$ cat config.mk
export PLATFORM = sky130hd
export DESIGN_NAME = multicycle_control_fsm
export DESIGN_NICKNAME = d
export VERILOG_FILES = /design/src/rtl/multicycle_control_fsm_pkg.sv /design/src/rtl/multicycle_control_fsm_decode.sv /design/src/rtl/multicycle_control_fsm.sv
export SDC_FILE = /design/constraint.sdc
export NUM_CORES = 1
export LEC_CHECK = 0
export ABC_AREA = 1
export BUFFER_PORTS_ARGS = -buffer_cell sky130_fd_sc_hd__buf_2
export CAP_MARGIN = 10
export CORE_MARGIN = 2
export CORE_UTILIZATION = 30
export CTS_CLUSTER_DIAMETER = 100
export DETAILED_ROUTE_END_ITERATION = 10
export HOLD_SLACK_MARGIN = 0.12
export PLACE_DENSITY_LB_ADDON = 0.2
export SYNTH_ARGS = -nofsm -noshare
export SYNTH_HDL_FRONTEND = slang
export SYNTH_SLANG_ARGS = --single-unit
$ cat constraint.sdc
create_clock -name clk_i -period 2.25 [get_ports clk_i]
set_input_delay 0.5625 -clock clk_i [delete_from_list [all_inputs] [get_ports clk_i]]
set_output_delay 0.5625 -clock clk_i [all_outputs]
set_load 0.005 [all_outputs]
$ cat src/rtl/multicycle_control_fsm_pkg.sv
// Shared encodings for the multi-cycle control unit: opcodes, states, ALUOp
// values and the decoded opcode class.
package multicycle_control_fsm_pkg;

  typedef enum logic [2:0] {
    S_IDLE   = 3'd0,
    S_FETCH  = 3'd1,
    S_DECODE = 3'd2,
    S_EXEC   = 3'd3,
    S_MEM    = 3'd4,
    S_WB     = 3'd5
  } state_t;

  localparam logic [3:0] OP_R     = 4'b0000;
  localparam logic [3:0] OP_SHIFT = 4'b0001;
  localparam logic [3:0] OP_ADDI  = 4'b0010;
  localparam logic [3:0] OP_LW    = 4'b0100;
  localparam logic [3:0] OP_SW    = 4'b0101;
  localparam logic [3:0] OP_BEQ   = 4'b0110;

  localparam logic [1:0] ALUOP_ADD   = 2'b00;
  localparam logic [1:0] ALUOP_SUB   = 2'b01;
  localparam logic [1:0] ALUOP_FUNCT = 2'b10;

  typedef struct packed {
    logic is_r;
    logic is_shift;
    logic is_addi;
    logic is_lw;
    logic is_sw;
    logic is_beq;
    logic illegal;
  } op_class_t;

endpackage

$ cat src/rtl/multicycle_control_fsm_decode.sv
// Combinational opcode classifier: one-hot class flags, illegal for anything
// outside the defined instruction set.
module opcode_class_decode
  import multicycle_control_fsm_pkg::*;
(
  input  logic [3:0] opcode_i,
  output op_class_t  cls_o
);

  always_comb begin
    cls_o = '0;
    case (opcode_i)
      OP_R:     cls_o.is_r     = 1'b1;
      OP_SHIFT: cls_o.is_shift = 1'b1;
      OP_ADDI:  cls_o.is_addi  = 1'b1;
      OP_LW:    cls_o.is_lw    = 1'b1;
      OP_SW:    cls_o.is_sw    = 1'b1;
      OP_BEQ:   cls_o.is_beq   = 1'b1;
      default:  cls_o.illegal  = 1'b1;
    endcase
  end

endmodule

$ cat src/rtl/multicycle_control_fsm.sv
// Multi-cycle control unit: sequences FETCH/DECODE/EXEC/MEM/WB per opcode,
// stalls in MEM on mem_ready and aborts after MEM_TIMEOUT cycles.
module multicycle_control_fsm
  import multicycle_control_fsm_pkg::*;
#(
  parameter int MEM_TIMEOUT = 16
) (
  input  logic       clk_i,
  input  logic       rst_i,
  input  logic [3:0] opcode_i,
  input  logic       mem_ready_i,
  output logic       reg_dst_o,
  output logic       branch_o,
  output logic       mem_read_o,
  output logic       mem_write_o,
  output logic       reg_write_o,
  output logic       mem_to_reg_o,
  output logic       alu_src_o,
  output logic       shift_o,
  output logic [1:0] alu_op_o,
  output logic       pc_write_o,
  output logic       ir_write_o,
  output logic       illegal_op_o,
  output logic       mem_error_o,
  output logic [2:0] state_dbg_o
);

  localparam int CW = (MEM_TIMEOUT > 1) ? $clog2(MEM_TIMEOUT) : 1;

  state_t          state_q;
  logic [3:0]      opcode_q;
  logic [CW-1:0]   cnt_q;
  op_class_t       cls;
  logic [3:0]      dec_op;
  logic            timeout;

  // The IR is itself a register, so in DECODE its opcode is classified
  // directly; afterwards the latched copy drives every decision.
  assign dec_op  = (state_q == S_DECODE) ? opcode_i : opcode_q;
  assign timeout = (cnt_q == CW'(MEM_TIMEOUT - 1));

  opcode_class_decode u_dec (
    .opcode_i (dec_op),
    .cls_o    (cls)
  );

  always_ff @(posedge clk_i or posedge rst_i) begin
    if (rst_i) begin
      state_q  <= S_IDLE;
      opcode_q <= '0;
      cnt_q    <= '0;
    end else begin
      case (state_q)
        S_IDLE:   state_q <= S_FETCH;
        S_FETCH:  state_q <= S_DECODE;
        S_DECODE: begin
          opcode_q <= opcode_i;
          state_q  <= cls.illegal ? S_FETCH : S_EXEC;
        end
        S_EXEC: begin
          cnt_q <= '0;
          if (cls.is_lw || cls.is_sw) state_q <= S_MEM;
          else if (cls.is_beq)        state_q <= S_FETCH;
          else                        state_q <= S_WB;
        end
        S_MEM: begin
          if (mem_ready_i)  state_q <= cls.is_lw ? S_WB : S_FETCH;
          else if (timeout) state_q <= S_FETCH;
          else              cnt_q   <= cnt_q + 1'b1;
        end
        S_WB:     state_q <= S_FETCH;
        default:  state_q <= S_IDLE;
      endcase
    end
  end

  always_comb begin
    reg_dst_o    = 1'b0;
    branch_o     = 1'b0;
    mem_read_o   = 1'b0;
    mem_write_o  = 1'b0;
    reg_write_o  = 1'b0;
    mem_to_reg_o = 1'b0;
    alu_src_o    = 1'b0;
    shift_o      = 1'b0;
    alu_op_o     = ALUOP_ADD;
    pc_write_o   = 1'b0;
    ir_write_o   = 1'b0;
    illegal_op_o = 1'b0;
    mem_error_o  = 1'b0;
    case (state_q)
      S_FETCH:  ir_write_o = 1'b1;
      S_DECODE: begin
        illegal_op_o = cls.illegal;
        pc_write_o   = cls.illegal;
      end
      S_EXEC, S_WB: begin
        alu_src_o = cls.is_addi | cls.is_lw | cls.is_sw;
        shift_o   = cls.is_shift;
        alu_op_o  = cls.is_r ? ALUOP_FUNCT : (cls.is_beq ? ALUOP_SUB : ALUOP_ADD);
        if (state_q == S_EXEC) begin
          branch_o   = cls.is_beq;
          pc_write_o = cls.is_beq;
        end else begin
          reg_write_o  = 1'b1;
          pc_write_o   = 1'b1;
          reg_dst_o    = cls.is_r | cls.is_shift;
          mem_to_reg_o = cls.is_lw;
        end
      end
      S_MEM: begin
        alu_src_o   = 1'b1;
        mem_read_o  = cls.is_lw;
        mem_write_o = cls.is_sw;
        // A ready on the timeout cycle completes normally, no error.
        if (mem_ready_i) begin
          pc_write_o = cls.is_sw;
        end else if (timeout) begin
          mem_error_o = 1'b1;
          pc_write_o  = 1'b1;
        end
      end
      default: ;
    endcase
  end

  assign state_dbg_o = state_q;

endmodule

Yosys cells after proc, flatten, opt, wreduce, memory -nomap -nowiden --
Index checks and enable logic that the tools add are counted.
Word-level totals: flip-flop bits (word level) 11, bits in latches 0, bits in writable memories 0, ROM bits 0, input bits 7, word-level logic and storage cells 70, memories kept 0
Operators by class: add/subtract/negate cells 1, $mul 0, divide/modulo/power cells 0, magnitude comparators 0, eq/ne operators 14, shift-type cells 0, mux-type cells 41, bitwise operators 3, reductions and logical operators 8
Operator list (count):
- $mux W1 | 26
- $mux W3 | 5
- $pmux W3 S5 | 1
- $eq A4 B3 Y1 const B | 3
- $mux W4 | 3
- $pmux W4 S2 | 1
- $eq A3 B2 Y1 const B | 2
- $eq A3 B3 Y1 const B | 2
- $mux W2 | 3
- $reduce_or A6 Y1 | 1
- $add A4 B1 Y4 const B | 1
- $eq A4 B1 Y1 const B | 1
- $eq A4 B2 Y1 const B | 1
- $eq A4 B4 Y1 const B | 1
- $logic_not A4 Y1 | 1
- $ne A2 B2 Y1 const B | 2
- $reduce_or A2 Y1 | 2
- $eq A3 B1 Y1 const B | 1
- $logic_not A3 Y1 | 1
- $ne A3 B3 Y1 const B | 1
- $or A1 B1 Y1 | 3
- $pmux W1 S3 | 1
- $reduce_and A3 Y1 | 1
- $pmux W1 S2 | 1
- 2 further kinds | 2

Depth between registers and ports, before layout --
depth after elaboration 7, mapped depth 10, gate-level depth less buffers 10

Cells and area by module --
Synthesis repeated with hierarchy kept, for this count alone.
Second synthesis, totals: cells, all modules 117, area total of the unflattened synthesis 752.0 um2
By module, submodules not included:
- multicycle_control_fsm | times used 1, cells each 100, area each 688.2 um2, seq. area each 275.3 um2
- opcode_class_decode | times used 1, cells each 17, area each 63.8 um2, seq. area each 0.0 um2

Worst setup path after synthesis --
Ideal clock, no wire load.
path type reg2out, start register state_q[0] (netlist: state_dbg_o[0]), end output port pc_write_o, arrival time 1.234 ns, data required time 1.688 ns, slack 0.453 ns, cell stages (with the launch flop) 11, path through dfrtp_1 -> inv_2 -> nand3_2 -> buf_6 -> nand2_2 -> nand2_4 -> nor2_8 -> nand3_2 -> nand2_1 -> inv_1 -> nand2_1
On the way: longest elaborated chain between the ends 6, elaborated cells between the ends (all ways) 19, those cells by class eq/ne: 9; mux: 7; reduce/logical: 3
Ends and longest elaborated chain:
- from (decl) | RTL line multicycle_control_fsm.sv:30 | state_t state_q;
- from (signal assigned) | RTL line multicycle_control_fsm.sv:58 | state_q <= cls.illegal ? S_FETCH : S_EXEC;
- from (signal assigned) | RTL line multicycle_control_fsm.sv:67 | if (mem_ready_i) state_q <= cls.is_lw ? S_WB : S_FETCH;
- $eq A3 B2 Y1 | RTL line multicycle_control_fsm.sv:39, multicycle_control_fsm.sv:91
- $mux W4
- $eq A4 B1 Y1, or another cell as far along | RTL line multicycle_control_fsm_decode.sv:12 | case (opcode_i)
- $reduce_or A6 Y1 (no line) / $mux W1 (equally long branches)
- $mux W1 (on tied branches) | RTL line multicycle_control_fsm_decode.sv:12, multicycle_control_fsm.sv:101, multicycle_control_fsm.sv:116
- $pmux W1 S3 (*) | RTL line multicycle_control_fsm.sv:91 | case (state_q)
- to (decl) | RTL line multicycle_control_fsm.sv:21 | output logic pc_write_o,
Mark *: on every way between the ends. The rest lies on a longest branch, timed or not.

Worst setup path after layout --
start register state_q[1] (netlist: state_dbg_o[1]), end output port alu_src_o
On the way: longest elaborated chain between the ends 7, elaborated cells between the ends (all ways) 15, those cells by class eq/ne: 7; mux: 5; bitwise: 2; reduce/logical: 1
Ends and longest elaborated chain:
- $eq A3 B2 Y1 (*) | RTL line multicycle_control_fsm.sv:39 | assign dec_op = (state_q == S_DECODE) ? opcode_i : opcode_q;
- $mux W4 (*)
- via dec_op[3] | RTL line multicycle_control_fsm.sv:34 | logic [3:0] dec_op;
- $eq A4 B2 Y1 / $eq A4 B3 Y1 (equally long branches) | RTL line multicycle_control_fsm_decode.sv:12
- $mux W1 | RTL line multicycle_control_fsm_decode.sv:12
- $or A1 B1 Y1 | RTL line multicycle_control_fsm.sv:98 | alu_src_o = cls.is_addi | cls.is_lw | cls.is_sw;
- $or A1 B1 Y1 (*) | RTL line multicycle_control_fsm.sv:98
- $pmux W1 S2 (*) | RTL line multicycle_control_fsm.sv:91
- to (decl) | RTL line multicycle_control_fsm.sv:18 | output logic alu_src_o,
Mark *: on every way through the listed nets, which the timed path passes. The rest lies on a longest branch.

==> impl_metrics.xml <==
<?xml version="1.0" encoding="UTF-8"?>
<metrics>
  <group name="run_status">
    <metric name="run_status" unit="">complete, no violations</metric>
  </group>
  <group name="power">
    <metric name="cellLeakagePower" unit="nW">0.648</metric>
    <metric name="power_per_cell_area" unit="nW/µm²">1350</metric>
    <metric name="ir_drop" unit="V">0.000827</metric>
  </group>
  <group name="cts">
    <metric name="cts.htree.levels" unit="">1</metric>
    <metric name="clock_path_buffers" unit="">2</metric>
    <metric name="insertion_delay" unit="ns">0.27</metric>
    <metric name="cts_inserted_buffers" unit="">3</metric>
    <metric name="worst_setup_hold_path_clk_slew" unit="ns">0.07</metric>
    <metric name="post_cts_hold_buffer_count" unit="">0</metric>
    <metric name="cts_root_buf" unit="">sky130_fd_sc_hd__clkbuf_4</metric>
    <metric name="cts_num_sinks" unit="">11</metric>
    <metric name="cts_tree" unit="">built</metric>
  </group>
  <group name="route">
    <metric name="detail-route-antenna-nets" unit="">0</metric>
    <metric name="dr.pass1.iters" unit="">4</metric>
    <metric name="drt_drc_violations_left" unit="">0</metric>
    <metric name="routed-wl-met3" unit="µm">91</metric>
    <metric name="routed_via_density" unit="">4.65</metric>
    <metric name="routed_wire_length_per_instance" unit="µm">12.5</metric>
    <metric name="drt-initial-drc-count" unit="">11</metric>
    <metric name="via_count" unit="">864</metric>
    <metric name="finalWirelength" unit="µm">2330</metric>
    <metric name="wl_met1" unit="µm">927</metric>
    <metric name="maxUsedRoutingLayer" unit="">met3</metric>
    <metric name="met2_wirelength" unit="µm">1310</metric>
  </group>
  <group name="global_routing">
    <metric name="grt_max_degree" unit="">12</metric>
    <metric name="first_global_vias" unit="">887</metric>
    <metric name="grt_first_pass_wirelength" unit="µm">3730</metric>
    <metric name="grt_use_total" unit="%">14.5</metric>
    <metric name="grt-ovfl-total" unit="">0</metric>
    <metric name="antenna_found_initial" unit="">0</metric>
  </group>
  <group name="setup_path">
    <metric name="startpoint" unit="">state_dbg_o[1]$_DFFE_PP0P_</metric>
    <metric name="critical-path-max-stage-delay" unit="ns">0.47</metric>
    <metric name="worst-path-max-fanout" unit="">7</metric>
    <metric name="critPathRequiredTime" unit="ns">1.69</metric>
    <metric name="cpMaxStageDelayCell" unit="">sky130_fd_sc_hd__dfrtp_2</metric>
    <metric name="crit_path_frequent_cell" unit="">sky130_fd_sc_hd__nand2_1</metric>
    <metric name="critical_path.top_delay_family" unit="">simple AND/OR/NAND/NOR gates</metric>
    <metric name="cp_num_buf_inv" unit="">2</metric>
    <metric name="cells_along_the_critical_path" unit="">inv_4 &gt; nor2_1 &gt; nand3_1 &gt; nand2_4 &gt; nor2_8 &gt; nand2_2 &gt; nand2_1 &gt; nand2_1 &gt; nand2_1 &gt; buf_2</metric>
    <metric name="startpoint_of_the_worst_slack_reg_to_reg_timing_path" unit="">state_dbg_o[1]$_DFFE_PP0P_</metric>
    <metric name="worstSetupPathType" unit="">flop to output port</metric>
    <metric name="critPathArrivalTime" unit="ns">1.68</metric>
    <metric name="critical_path.endpoint_type" unit="">output port</metric>
    <metric name="timing.critical_path.from_type" unit="">flop</metric>
  </group>
  <group name="timing">
    <metric name="finalHoldViolCount" unit="">0</metric>
    <metric name="max-slew-margin-rel" unit="%">71.0</metric>
    <metric name="final.setup_skew" unit="ns">0.00467</metric>
    <metric name="setup-violations-final" unit="">0</metric>
    <metric name="grt_setup_unrepaired" unit="">true</metric>
    <metric name="min_period" unit="ns">2.24</metric>
    <metric name="tightest_slew" unit="ns">0.435</metric>
    <metric name="period_share" unit="%">99.5</metric>
    <metric name="final_report_max_slew_violation_count" unit="">0</metric>
    <metric name="setup-tns-final" unit="ns">0</metric>
    <metric name="max_freq" unit="MHz">447</metric>
  </group>
  <group name="placed_design">
    <metric name="gp_congestion" unit="">0.790</metric>
    <metric name="io_buffer_count" unit="">23</metric>
    <metric name="hpwlAfterDp" unit="µm">1760</metric>
  </group>
  <group name="synth">
    <metric name="yosys.area_share.xor_xnor" unit="%">0.994</metric>
    <metric name="synth.distinct_cells" unit="">28</metric>
    <metric name="synth_cells" unit="">116</metric>
    <metric name="mux_share_of_post_synthesis_cell_area" unit="%">0</metric>
    <metric name="yosysTopAreaCellShare" unit="%">31.3</metric>
    <metric name="synth_top_family_by_area" unit="">simple AND/OR/NAND/NOR gates</metric>
    <metric name="yosys.area.top_type" unit="">sky130_fd_sc_hd__dfrtp_1</metric>
    <metric name="synth_fa_ha_area_share" unit="%">1.42</metric>
    <metric name="syn_nets" unit="">124</metric>
    <metric name="synth-seq-cells" unit="">11</metric>
    <metric name="synthesis.area_per_instance" unit="µm²">7.59</metric>
    <metric name="syn_area" unit="µm²">881</metric>
    <metric name="ys_top_cells_by_area" unit="">sky130_fd_sc_hd__dfrtp_1 31%, sky130_fd_sc_hd__nand2_1 11%, sky130_fd_sc_hd__nor2_1 6.8%</metric>
    <metric name="synth-seq-area-share" unit="%">31.3</metric>
    <metric name="synth-warning-count" unit="">0</metric>
    <metric name="area_fraction_in_compound_gates_after_synthesis" unit="%">10.1</metric>
    <metric name="synthSimpleGateAreaFrac" unit="%">47.4</metric>
  </group>
  <group name="run">
    <metric name="max-cap-violations" unit="">0</metric>
  </group>
  <group name="floorplanning">
    <metric name="ios" unit="">24</metric>
    <metric name="row_count" unit="">19</metric>
    <metric name="horizontal_extent_of_the_die" unit="µm">58.2</metric>
    <metric name="core_region_area" unit="µm²">2780</metric>
    <metric name="dieArea" unit="µm²">3390</metric>
    <metric name="die_h" unit="µm">58.2</metric>
    <metric name="initial_util" unit="%">31.7</metric>
  </group>
  <group name="finish">
    <metric name="post-route-util" unit="%">43.9</metric>
    <metric name="flow.area_growth_from_synthesis" unit="%">38.8</metric>
    <metric name="drive_gt1_share" unit="%">54.2</metric>
    <metric name="nNetsFinal" unit="">164</metric>
    <metric name="antenna_cells" unit="">0</metric>
  </group>
  <group name="worst_hold_path">
    <metric name="hold_path.class" unit="">input pin to async pin</metric>
  </group>
</metrics>
[metal layers]
metal	up-vias	GRT usage, %
li1	443	-
met1	408	15.5
met2	13	28.1
met3	0	4.46
met4	0	1.99
met5	-	0
[flip-flops by register name, indices dropped and copies added, names as in the netlist]
name / count
cnt_q: 4
state_dbg_o: 3
opcode_q: 4
[per-stage QoR]
| stage | setup slack [ns] | hold WS [ns] | total power, mW | instances | instance area [µm²] |
|---|---|---|---|---|---|
| 6_report | 0.0123 | 0.278 | 1.65 | 186 | 1220 |
| 5_1_grt | -0.128 | 0.315 | 1.80 | 186 | 1220 |
| 4_1_cts | 0.00997 | 0.294 | 1.50 | 182 | 1140 |
| 3_5_place_dp | 0.191 | 0.495 | 1.26 | 172 | 1050 |
| 3_3_place_gp | 0.216 | 0.490 | 1.26 | 172 | 1050 |
| 2_1_floorplan | 0.453 | 0.415 | 1.03 | 116 | 881 |
[worst paths after layout]
| path | to | slack [ns] | cells after the start |
|---|---|---|---|
| max in group asynchronous | state_dbg_o[1]$_DFFE_PP0P_ | 1.65 | 2 |
| hold / removal | state_dbg_o[0]$_DFFE_PP0P_ | 0.28 | 2 |
| setup reg to reg | state_dbg_o[0]$_DFFE_PP0P_ | 0.73 | 8 |
| min in group clk_i | cnt_q[0]$_DFFE_PP0P_ | 0.50 | 1 |
| setup / recovery | alu_src_o | 0.01 | 10 |
| hold reg to reg | cnt_q[0]$_DFFE_PP0P_ | 0.50 | 1 |
[cells by family (layout without fill, tap and decap cells)]
family	Yosys count	count (layout)
AOI/OAI and AO/OA	12	12
buffers and inverters	18	57
adders and majority gates	1	1
xor gates and xnor gates	1	1
and+or+nand+nor	73	73
DFF	11	11
[synthesized netlist by cell type, drive strengths merged]
library cell   n
nor2          24
o21a           1
dfrtp         11
nor4           1
xor2           1
nand4          1
a21oi          5
o31ai          1
buf            1
a22o           1
nand3          8
inv           17
ha             1
nand2         36
o21ai          4
nand3b         1
nor3           2
[cell usage in the layout (no fill, tap or decap), types with 5 or more instances in the layout]
cell,instances
sky130_fd_sc_hd__nor2_4,5
sky130_fd_sc_hd__nand2_1,21
sky130_fd_sc_hd__nand2_4,6
sky130_fd_sc_hd__inv_1,10
sky130_fd_sc_hd__inv_2,5
sky130_fd_sc_hd__nor2_2,5
sky130_fd_sc_hd__nand2_2,8
sky130_fd_sc_hd__buf_2,23
sky130_fd_sc_hd__nand3_1,5
sky130_fd_sc_hd__buf_4,11
sky130_fd_sc_hd__dfrtp_1,10
sky130_fd_sc_hd__nor2_1,13
[area by class of cell]
type	count	area (µm²)
Sequential cell	11	277
Inverter	17	68.8
Fill cell	281	1560
Tap cell	31	38.8
Clock buffer	4	26.3
Timing Repair Buffer	36	220
Multi-Input combinational cell	87	592
[timing repair]
item,CTS,global route
pin swaps,1,5
resized for setup,6,15
setup buffers,6,4
setup endpoints to repair,8,9
[where the power goes]
group          total, mW  internal (mW)  leakage (nW)  switching [mW]
clock network      0.136         0.0687        0.0150          0.0675
logic               1.16          0.479         0.494           0.683
registers          0.351          0.275         0.140          0.0765
total               1.65          0.822         0.648           0.827
Note: power is estimated with default switching activity, not from simulation.
